[src/rtl/div_clk_monitor_pkg.sv]
// Shared types and defaults for the divided-clock monitor.
package div_clk_monitor_pkg;
  typedef enum logic [1:0] {
    ST_IDLE,
    ST_SYNC,
    ST_ACQUIRE,
    ST_LOCKED
  } state_e;

  localparam int TOL_DEF      = 1;
  localparam int LOCK_CNT_DEF = 4;
endpackage

[src/rtl/div_clk_monitor_sync_edge.sv]
// sync_edge: 2-flop synchronizer, history flop and registered rising-edge strobe
// for any asynchronous level input.
module div_clk_monitor_sync_edge (
  input  logic clk_i,
  input  logic rst_i,
  input  logic async_i,
  output logic edge_o,
  output logic tick_o
);
  logic s1_q, s2_q, s3_q, tick_q;

  assign edge_o = s2_q & ~s3_q;
  assign tick_o = tick_q;

  always_ff @(posedge clk_i or posedge rst_i) begin
    if (rst_i) begin
      s1_q   <= 1'b0;
      s2_q   <= 1'b0;
      s3_q   <= 1'b0;
      tick_q <= 1'b0;
    end else begin
      s1_q   <= async_i;
      s2_q   <= s1_q;
      s3_q   <= s2_q;
      tick_q <= edge_o;
    end
  end
endmodule

[src/rtl/div_clk_monitor.sv]
// Turns the divided clock into a clock-enable strobe and checks its period
// against the programmed divisor, reporting lock, error pulses and a sticky fault.
module div_clk_monitor
  import div_clk_monitor_pkg::*;
#(
  parameter int WIDE     = 32,
  parameter int TOL      = TOL_DEF,
  parameter int LOCK_CNT = LOCK_CNT_DEF
) (
  input  logic            iCLK,
  input  logic            iRST,
  input  logic [WIDE-1:0] iDIV,
  input  logic            iDIVCLK,
  output logic            oTICK,
  output logic [WIDE-1:0] oPERIOD,
  output logic            oLOCK,
  output logic            oERR,
  output logic            oFAULT
);
  localparam int MW = $clog2(LOCK_CNT + 1);

  state_e          state_q;
  logic [WIDE-1:0] div_q, cnt_q, period_q, period_d;
  logic [MW-1:0]   mcnt_q, mcnt_d;
  logic            to_q, lock_q, err_q, fault_q;
  logic            edg, chg, bypass, match, cnt_gt, tmo;
  logic [WIDE:0]   pdiff;

  div_clk_monitor_sync_edge u_sync (
    .clk_i  (iCLK),
    .rst_i  (iRST),
    .async_i(iDIVCLK),
    .edge_o (edg),
    .tick_o (oTICK)
  );

  always_comb begin
    period_d = (&cnt_q) ? cnt_q : cnt_q + WIDE'(1);
    pdiff    = (period_d >= div_q) ? {1'b0, period_d} - {1'b0, div_q}
                                   : {1'b0, div_q} - {1'b0, period_d};
    match    = pdiff <= (WIDE+1)'(TOL);
    // Limit is 2*div+TOL, held one bit wider so large divisors cannot wrap.
    cnt_gt   = {2'b00, cnt_q} > ({1'b0, div_q, 1'b0} + (WIDE+2)'(TOL));
    tmo      = cnt_gt & ~to_q & ~edg;
    chg      = iDIV != div_q;
    bypass   = iDIV < WIDE'(2);
    mcnt_d   = mcnt_q + MW'(1);
  end

  always_ff @(posedge iCLK or posedge iRST) begin
    if (iRST) begin
      state_q  <= ST_SYNC;
      div_q    <= '0;
      cnt_q    <= '0;
      mcnt_q   <= '0;
      to_q     <= 1'b0;
      period_q <= '0;
      lock_q   <= 1'b0;
      err_q    <= 1'b0;
      fault_q  <= 1'b0;
    end else begin
      err_q <= 1'b0;
      div_q <= iDIV;
      if (chg || edg)  cnt_q <= '0;
      else if (~&cnt_q) cnt_q <= cnt_q + WIDE'(1);
      // Timeout fires once per silent stretch; the counter keeps saturating.
      to_q <= (chg || edg) ? 1'b0 : (to_q | cnt_gt);
      if (chg) fault_q <= 1'b0;

      if (bypass) begin
        state_q <= ST_IDLE;
        lock_q  <= 1'b0;
        mcnt_q  <= '0;
      end else if (chg) begin
        state_q <= ST_SYNC;
        lock_q  <= 1'b0;
        mcnt_q  <= '0;
      end else begin
        case (state_q)
          ST_IDLE: state_q <= ST_SYNC;
          ST_SYNC: if (edg) state_q <= ST_ACQUIRE;
          ST_ACQUIRE: begin
            if (edg) begin
              period_q <= period_d;
              if (!match) begin
                mcnt_q <= '0;
              end else if (mcnt_d == MW'(LOCK_CNT)) begin
                state_q <= ST_LOCKED;
                lock_q  <= 1'b1;
                mcnt_q  <= '0;
              end else begin
                mcnt_q <= mcnt_d;
              end
            end else if (tmo) begin
              mcnt_q <= '0;
            end
          end
          ST_LOCKED: begin
            if (edg) period_q <= period_d;
            if ((edg && !match) || tmo) begin
              err_q   <= 1'b1;
              fault_q <= 1'b1;
              lock_q  <= 1'b0;
              mcnt_q  <= '0;
              state_q <= ST_ACQUIRE;
            end
          end
          default: state_q <= ST_SYNC;
        endcase
      end
    end
  end

  assign oPERIOD = period_q;
  assign oLOCK   = lock_q;
  assign oERR    = err_q;
  assign oFAULT  = fault_q;
endmodule
[config.mk]
export PLATFORM = sky130hd
export DESIGN_NAME = div_clk_monitor
export DESIGN_NICKNAME = d
export VERILOG_FILES = /design/src/rtl/div_clk_monitor_pkg.sv /design/src/rtl/div_clk_monitor_sync_edge.sv /design/src/rtl/div_clk_monitor.sv
export SDC_FILE = /design/constraint.sdc
export NUM_CORES = 1
export LEC_CHECK = 0
export ABC_CLOCK_PERIOD_IN_PS = 5400
export CORE_UTILIZATION = 54
export CTS_CLUSTER_SIZE = 24
export DETAILED_ROUTE_END_ITERATION = 6
export HOLD_SLACK_MARGIN = 0.05
export PLACE_DENSITY = 0.76
export SLEW_MARGIN = 20
export SYNTH_ARGS = -nofsm -noshare
export SYNTH_HDL_FRONTEND = slang
export SYNTH_HIERARCHICAL = 1
export SYNTH_SLANG_ARGS = --single-unit
[constraint.sdc]
create_clock -name iCLK -period 5.4 [get_ports iCLK]
set_clock_uncertainty 0.2 [all_clocks]
set_input_delay 1.62 -clock iCLK [delete_from_list [all_inputs] [get_ports iCLK]]
set_output_delay 1.62 -clock iCLK [all_outputs]
set_load 0.03 [all_outputs]
==> run summary, run 1 <==
CRITICAL PATH
-----------------------------------------------------------------------------------------
Element type at the critical path end                                            register
Flop-to-flop setup slack                                                          -190 ps
Crit-path max FO                                                                       14
Crit start category                                                              register
Worst Reg2Reg Path Length in Cells                                                     29
CP arrival                                                                        5640 ps
Cell with the largest stage delay on the worst path                          sky130_fd_sc_hd__dfrtp_1
Launch point of the worst reg-to-reg path                                    cnt_q[0]$_DFF_PP0_
Worst Setup Path Type                                                        register to register
Worst path max stage delay                                                         400 ps
Critical path origin                                                         cnt_q[0]$_DFF_PP0_
Critical Path RT                                                                  5450 ps

YOSYS
-----------------------------------------------------------------------------------------
Synth warn                                                                              6
Mean cell area of the mapped netlist                                             8.44 um2
Portion of synthesized cell area occupied by the leading cell type                  30.2%
Sequential cell area fraction in the yosys report                                   30.5%
Ranking of synthesized cells by area                                         sky130_fd_sc_hd__dfrtp_1 (30%), sky130_fd_sc_hd__ha_1 (14%), sky130_fd_sc_hd__xor2_1 (6.4%)
Synth Cell Area                                                               0.00894 mm2
Commonest register cell after synthesis                                      sky130_fd_sc_hd__dfrtp_1
Proportion of register bits with asynchronous set or reset after synthesis           100%
Cell type with the highest aggregate area in the netlist                     sky130_fd_sc_hd__dfrtp_1
Number of distinct library cells after synthesis                                       76
Cells after Synth                                                                    1060
Number of flops mapped to enable cells by yosys                                         0
Post-synth net total                                                                 1195
Synth Register Bits                                                                   109

PLACE
-----------------------------------------------------------------------------------------
Final RePlAce weighted congestion                                                   0.987
HPWL reported at the end of detailed placement                                    24.1 mm
Instance area after placement                                                  0.0112 mm2
Port-buffer cells                                                                      70

DETAILED ROUTING
-----------------------------------------------------------------------------------------
Aggregate routed wire length                                                      32.0 mm
Total iterations of the first detailed-routing run                                      5
Final routed wire length divided by cell count                                    20.8 um
Number of nets with antenna violations after detailed routing                           0
DRC violation count after routing                                                       0
Vias                                                                                 9354
Iter 0 DRT Violations                                                                 985
Via/cell ratio                                                                       6.07

TIMING
-----------------------------------------------------------------------------------------
Worst setup margin                                                                -191 ps
Final count of hold timing violations                                                   0
Remaining max-slew budget at the tightest pin                                       55.5%
Number of setup violations in the final report                                          7
Final worst hold slack                                                             154 ps
Max Clk Rate                                                                      179 MHz
Setup repair after global routing missed its margin                                   yes
Actual transition at the worst max-transition pin                                  668 ps
Time the worst path needs with I/O delays and setup                               5590 ps
Period utilisation layout                                                            104%
Number of max-slew violations in the final report                                       0

FLOORPLAN
-----------------------------------------------------------------------------------------
Effective utilization at floorplan                                                  55.9%
Vert. Die Dim                                                                      131 um
DIE AREA                                                                       0.0171 mm2
Die span in x                                                                      131 um
Area of the placeable core                                                     0.0160 mm2
Std-Cell Rows                                                                          46
Top-level port count                                                                   71

HOLD PATH
-----------------------------------------------------------------------------------------
Worst min-delay path class                                                   register to register
Hold Path Cell Cnt                                                                      0
Hold_sp                                                                      u_sync/s1_q$_DFF_PP0_

RUN STATUS
-----------------------------------------------------------------------------------------
Violated checks                                                              negative setup slack
Status                                                                       finished, violations left

CELLS AND AREA
-----------------------------------------------------------------------------------------
Register Area                                                                 0.00273 mm2
Commonest non-fill, non-tap cell in the layout                               sky130_fd_sc_hd__buf_4
Commonest cells after routing, fill and taps aside                           sky130_fd_sc_hd__buf_4 (215), sky130_fd_sc_hd__dfrtp_1 (108), sky130_fd_sc_hd__nand2_1 (92)
Total Nets Final                                                                     1454
Area of the multi-input gates                                                 0.00622 mm2
Utilization after layout                                                            76.2%
Number of antenna repair diodes                                                         0
Post-route cell area                                                           0.0122 mm2
Fraction of final layout cells sized beyond drive strength 1                        25.4%
Filler Cell Count                                                                    1116
Layout Area Growth over Synthesis                                                   36.3%

CLOCK TREE
-----------------------------------------------------------------------------------------
Sinks on Clock Net                                                                    109
Maximum count of clock buffers along a single path                                      2
Clock buffers created by TritonCTS                                                      9
Hold-fix buffers, CTS                                                                   0
Clock Latency Late Sink                                                            360 ps
Clock Tree Root                                                              sky130_fd_sc_hd__clkbuf_16
Clk slew on worst S/H paths                                                         80 ps
H-tree levels                                                                           3
TritonCTS clock tree                                                                built

PWR
-----------------------------------------------------------------------------------------
Highest ir drop seen on vdd                                                        222 uV
Pwr/cell area                                                                  155 mW/mm2
Cell leakage power                                                             0.00586 uW

GRT
-----------------------------------------------------------------------------------------
Global-route wire length before repair                                            48.8 mm
Largest net degree at the start of global routing                                      61
Vias in the first global route                                                       9068
Grt total ovfl                                                                          0
Initial antenna violation count                                                         0
Overall fraction of global-route tracks in use                                      38.4%

RUN
-----------------------------------------------------------------------------------------
Count of max-cap constraint violations                                                  0

## cells by family after synthesis
group / synth area share (%)
simple gates: 18.9
compound gates: 20.3
buf+inv: 5.62
flops: 30.5
xor+xnor: 9.89
fa+ha+maj: 14.2
mux: 0.518
## critical path: cells and delay by family (launching register included)
kind            cells  cell delay (ps)
simple gates       12             1830
compound gates      7             1500
buf+inv             6              820
fa+ha+maj           2              430
flops               1              400
xor+xnor            2              320
## synth_stat cells, drive strengths merged (18+ instances only)
library cell  count
dfrtp           108
ha               98
nand2            97
nor2             90
a21oi            87
o21ai            81
inv              78
xor2             65
xnor2            36
nand3            29
a21o             28
nand4            27
buf              22
clkbuf           19
nor4             18
## per-layer routing
layer / GRT usage, % / wire [um]
met1: 54.1 / 13900
met2: 57.9 / 14100
met3: 5.05 / 2470
met4: 19.3 / 1480
met5: 0 / 0
## flip-flops by register name (all words and copies together), names as in the netlist
signal / cells
oLOCK: 1
div_q: 32
state_q: 2
u_sync/tick_o: 1
mcnt_q: 3
u_sync/s1_q: 1
cnt_q: 32
u_sync/s3_q: 1
to_q: 1
u_sync/s2_q: 1
oERR: 1
oPERIOD: 32
oFAULT: 1
## final timing paths
check | to
max in group asynchronous | cnt_q[23]$_DFF_PP0_
min reg2reg | u_sync/s2_q$_DFF_PP0_
max | oFAULT$_DFF_PP0_
min in group asynchronous | u_sync/s2_q$_DFF_PP0_
max reg2reg | oFAULT$_DFF_PP0_
min | u_sync/s2_q$_DFF_PP0_
## final cells by class
| cell class | instances | share of cell area [%] |
|---|---|---|
| multi-input cells | 832 | 51.1 |
| flip-flops and latches | 109 | 22.4 |
| repair buffers | 289 | 19.4 |
| inverters | 78 | 2.42 |
| well taps | 216 | 2.22 |
| clock buffers | 10 | 1.96 |
| clock inverters | 6 | 0.513 |
## report_power, final
part           internal [uW]  switching [uW]
sequential               829            22.4
combinational            156             202
clock                    340             337
## per-stage QoR
stage	instances	power [uW]	setup WS, ps	TNS (ps)
2_1_floorplan	1060	1050	-254	-1200
3_3_place_gp	1496	1190	-524	-3110
3_5_place_dp	1496	1190	-569	-3320
4_1_cts	1534	1870	-27.4	-43.8
5_1_grt	1540	1940	-444	-2620
6_report	1540	1890	-191	-834
## what timing repair did
item	in CTS	in global routing
buffers inserted	22	6
pin swaps	37	8
setup endpoints to repair	7	7
gates resized for setup	61	12
hold endpoints to repair	0	0
No activity file was read; power rests on OpenSTA's default activity.
==> inputs of run 2 (changes only) <==
ABC_CLOCK_PERIOD_IN_PS = 6000   (was 5400)
CAP_MARGIN = 20   (was not set)
CORE_UTILIZATION = 55   (was 54)
PLACE_DENSITY = 0.74   (was 0.76)
clock period = 6 ns   (was 5.4 ns; I/O delays follow)
==> run summary, run 2 (synthesis gave the netlist of run 1 again) <==
CRITICAL PATH
----------------------------------------------------------------------------
Critical path depth                                                       23
Flop-to-flop setup slack                                              150 ps
Worst path max stage delay                                            470 ps
Cell with the largest stage delay on the worst path             sky130_fd_sc_hd__ha_1
Critical Path RT                                                     6090 ps
Worst Reg2Reg Path Length in Cells                                        23
Crit-path max FO                                                           9
Launch point of the worst reg-to-reg path                       cnt_q[15]$_DFF_PP0_
Worst Setup Path Type                                           register to register
Element type at the critical path end                               register
CP arrival                                                           5940 ps
Crit path max-delay family                                      simple AND/OR/NAND/NOR gates
Cell Chain, Critical Path                                       nand3_2, or3_4, nor4_4, nand2b_4, nand4_1, buf_4, buf_4, xor2_1, inv_1, ha_1, and3_1, nor4bb_2, nand3_1, nand3_2, or2_4, mux2_4, or3_1, a221oi_2, o211ai_1, nor4_4, buf_6, and4bb_1, a32o_2
Buffers plus inverters on the worst setup path                             4
Critical Path End                                               mcnt_q[0]$_DFFE_PP0P_
Crit start category                                                 register
Critical R2R Capture                                            mcnt_q[0]$_DFFE_PP0P_
Critical path origin                                            cnt_q[15]$_DFF_PP0_

DETAILED ROUTING
----------------------------------------------------------------------------
DRC violation count after routing                                          0
Number of nets with antenna violations after detailed routing              0
Final routed wire length divided by cell count                       20.0 um
Via/cell ratio                                                          5.94
Iter 0 DRT Violations                                                    915
Total iterations of the first detailed-routing run                         5
Vias                                                                    8289
Aggregate routed wire length                                         27.9 mm

PWR
----------------------------------------------------------------------------
Cell internal power dissipation                                      1190 uW
Cell leakage power                                                0.00511 uW
Relative contribution of the clock network to total power              36.8%
Highest ir drop seen on vdd                                           150 uV
Switching power                                                       463 uW
Reg power frac                                                         45.9%
Combinational power share                                              17.3%
Pwr/cell area                                                     152 mW/mm2
Switch share                                                           28.0%

FLOORPLAN
----------------------------------------------------------------------------
DIE AREA                                                          0.0168 mm2
Area of the placeable core                                        0.0159 mm2
Die span in x                                                         130 um
Vert. Die Dim                                                         130 um
Effective utilization at floorplan                                     56.3%
Std-Cell Rows                                                             46
Top-level port count                                                      71

TIMING
----------------------------------------------------------------------------
Number of setup violations in the final report                             0
Max Clk Rate                                                         171 MHz
Time the worst path needs with I/O delays and setup                  5850 ps
Final count of hold timing violations                                      0
Remaining max-slew budget at the tightest pin                          30.7%
Final worst hold slack                                                155 ps
Actual transition at the worst max-transition pin                    1040 ps
Final TNS setup                                                         0 ps
Period utilisation layout                                              97.6%
Number of max-slew violations in the final report                          0

CLOCK TREE
----------------------------------------------------------------------------
Clk slew on worst S/H paths                                            70 ps
Hold-fix buffers, CTS                                                      0
Clock Latency Late Sink                                               350 ps
Clock Tree Root                                                 sky130_fd_sc_hd__clkbuf_16
H-tree levels                                                              3
Clock buffers created by TritonCTS                                         9
Sinks on Clock Net                                                       109
Maximum count of clock buffers along a single path                         2
TritonCTS clock tree                                                   built

GRT
----------------------------------------------------------------------------
Initial antenna violation count                                            0
Met2 Use GR                                                            50.5%
Layer carrying the most global-route usage                              met2
Global-route met3 utilization                                          4.46%
Largest net degree at the start of global routing                         84
Overall fraction of global-route tracks in use                         34.0%
Grt total ovfl                                                             0
Global-route wire length before repair                               42.7 mm
Vias in the first global route                                          7825
Global Route met1 Usage                                                50.3%

CELLS AND AREA
----------------------------------------------------------------------------
Fraction of final layout cells sized beyond drive strength 1           14.4%
Register Area                                                    0.00274 mm2
Layout Area Growth over Synthesis                                      22.0%
Commonest cells after routing, fill and taps aside              sky130_fd_sc_hd__dfrtp_1 (103), sky130_fd_sc_hd__nand2_1 (93), sky130_fd_sc_hd__ha_1 (87)
Number of antenna repair diodes                                            0
Area of the multi-input gates                                    0.00604 mm2
Post-route cell area                                              0.0109 mm2
Total Nets Final                                                        1309
Filler Cell Count                                                       1326
Commonest non-fill, non-tap cell in the layout                  sky130_fd_sc_hd__dfrtp_1

PLACE
----------------------------------------------------------------------------
Final RePlAce weighted congestion                                       1.04
Port-buffer cells                                                         70
Instance area after placement                                     0.0102 mm2
HPWL reported at the end of detailed placement                       22.5 mm

RUN STATUS
----------------------------------------------------------------------------
Status                                                             completed

RUN
----------------------------------------------------------------------------
Count of max-cap constraint violations                                     0

HOLD PATH
----------------------------------------------------------------------------
Worst min-delay path class                                      register to register

-- run 2: cell count changes in the layout (fill, tap and decap cells not counted), sizes merged --
cell / before / now
buf: 219 / 74
bufinv: 0 / 1
clkbuf: 10 / 11
clkinvlp: 0 / 1
inv: 83 / 80
-- run 2: cell type report --
cell class	instances	area share [%]
Inverter	78	2.71
Clock inverter	5	0.631
Tap cell	216	2.48
Timing Repair Buffer	144	11.7
Clock buffer	11	2.13
Multi-Input combinational cell	832	55.3
Sequential cell	109	25.1
-- run 2: how the worst min path moves through the flow --
stage,startpoint,endpoint,slack (ps),cells past startpoint
floorplan,u_sync/s1_q$_DFF_PP0_,u_sync/s2_q$_DFF_PP0_,130,0
global placement,u_sync/s1_q$_DFF_PP0_,u_sync/s2_q$_DFF_PP0_,140,0
detailed placement,u_sync/s1_q$_DFF_PP0_,u_sync/s2_q$_DFF_PP0_,140,0
CTS,u_sync/s1_q$_DFF_PP0_,u_sync/s2_q$_DFF_PP0_,160,0
global route,u_sync/s1_q$_DFF_PP0_,u_sync/s2_q$_DFF_PP0_,170,0
finish,u_sync/s1_q$_DFF_PP0_,u_sync/s2_q$_DFF_PP0_,160,0
-- run 2: stage by stage --
step	worst slack, ps	util (%)	total power (uW)	cells
floorplan	28.2	-	942	1060
detailed placement	-43.5	63.9	1040	1364
CTS	15.7	65.9	1640	1381
global placement	35.3	63.9	1040	1364
finish	147	68.7	1650	1395
global route	-89.6	68.7	1710	1395
-- run 2: routing by layer --
layer  vias up  wire (um)
met5         -          0
met4         0        869
met3        52       1950
met2       328      12100
met1      3942      13000
li1       3967          -
-- run 2: power groups by stage --
stage	logic [uW]	registers (uW)	clock network, uW
after floorplan	170	771	0
after global placement	268	772	0
after detailed placement	267	773	0
after CTS	270	759	616
after global routing	309	760	643
final	285	759	609
-- run 2: worst reg2reg max path, stage by stage, from the launching register on --
cell                       delay (ps)
sky130_fd_sc_hd__dfrtp_1          410
sky130_fd_sc_hd__nand3_2          140
sky130_fd_sc_hd__or3_4            410
sky130_fd_sc_hd__nor4_4           300
sky130_fd_sc_hd__nand2b_4          80
sky130_fd_sc_hd__nand4_1          130
sky130_fd_sc_hd__buf_4            130
sky130_fd_sc_hd__buf_4            100
sky130_fd_sc_hd__xor2_1           310
sky130_fd_sc_hd__inv_1             90
sky130_fd_sc_hd__ha_1             470
sky130_fd_sc_hd__and3_1           340
sky130_fd_sc_hd__nor4bb_2         350
sky130_fd_sc_hd__nand3_1          150
sky130_fd_sc_hd__nand3_2          120
sky130_fd_sc_hd__or2_4            140
sky130_fd_sc_hd__mux2_4           290
sky130_fd_sc_hd__or3_1            370
sky130_fd_sc_hd__a221oi_2         280
sky130_fd_sc_hd__o211ai_1         170
sky130_fd_sc_hd__nor4_4           290
sky130_fd_sc_hd__buf_6            180
sky130_fd_sc_hd__and4bb_1         230
sky130_fd_sc_hd__a32o_2           130
-- run 2: what timing repair did --
action / in CTS / in global routing
setup endpoints to repair: 5 / 7
buffers inserted: 1 / 13
gates resized for setup: 3 / 67
endpoints found under the hold margin: 0 / 0
pin swaps: 2 / 16
==> inputs of run 3 (changes only) <==
ABC_CLOCK_PERIOD_IN_PS = not set   (was 6000)
==> results of run 3 <==
Same layout as run 2: the final DEF is identical, and so are final timing and power.
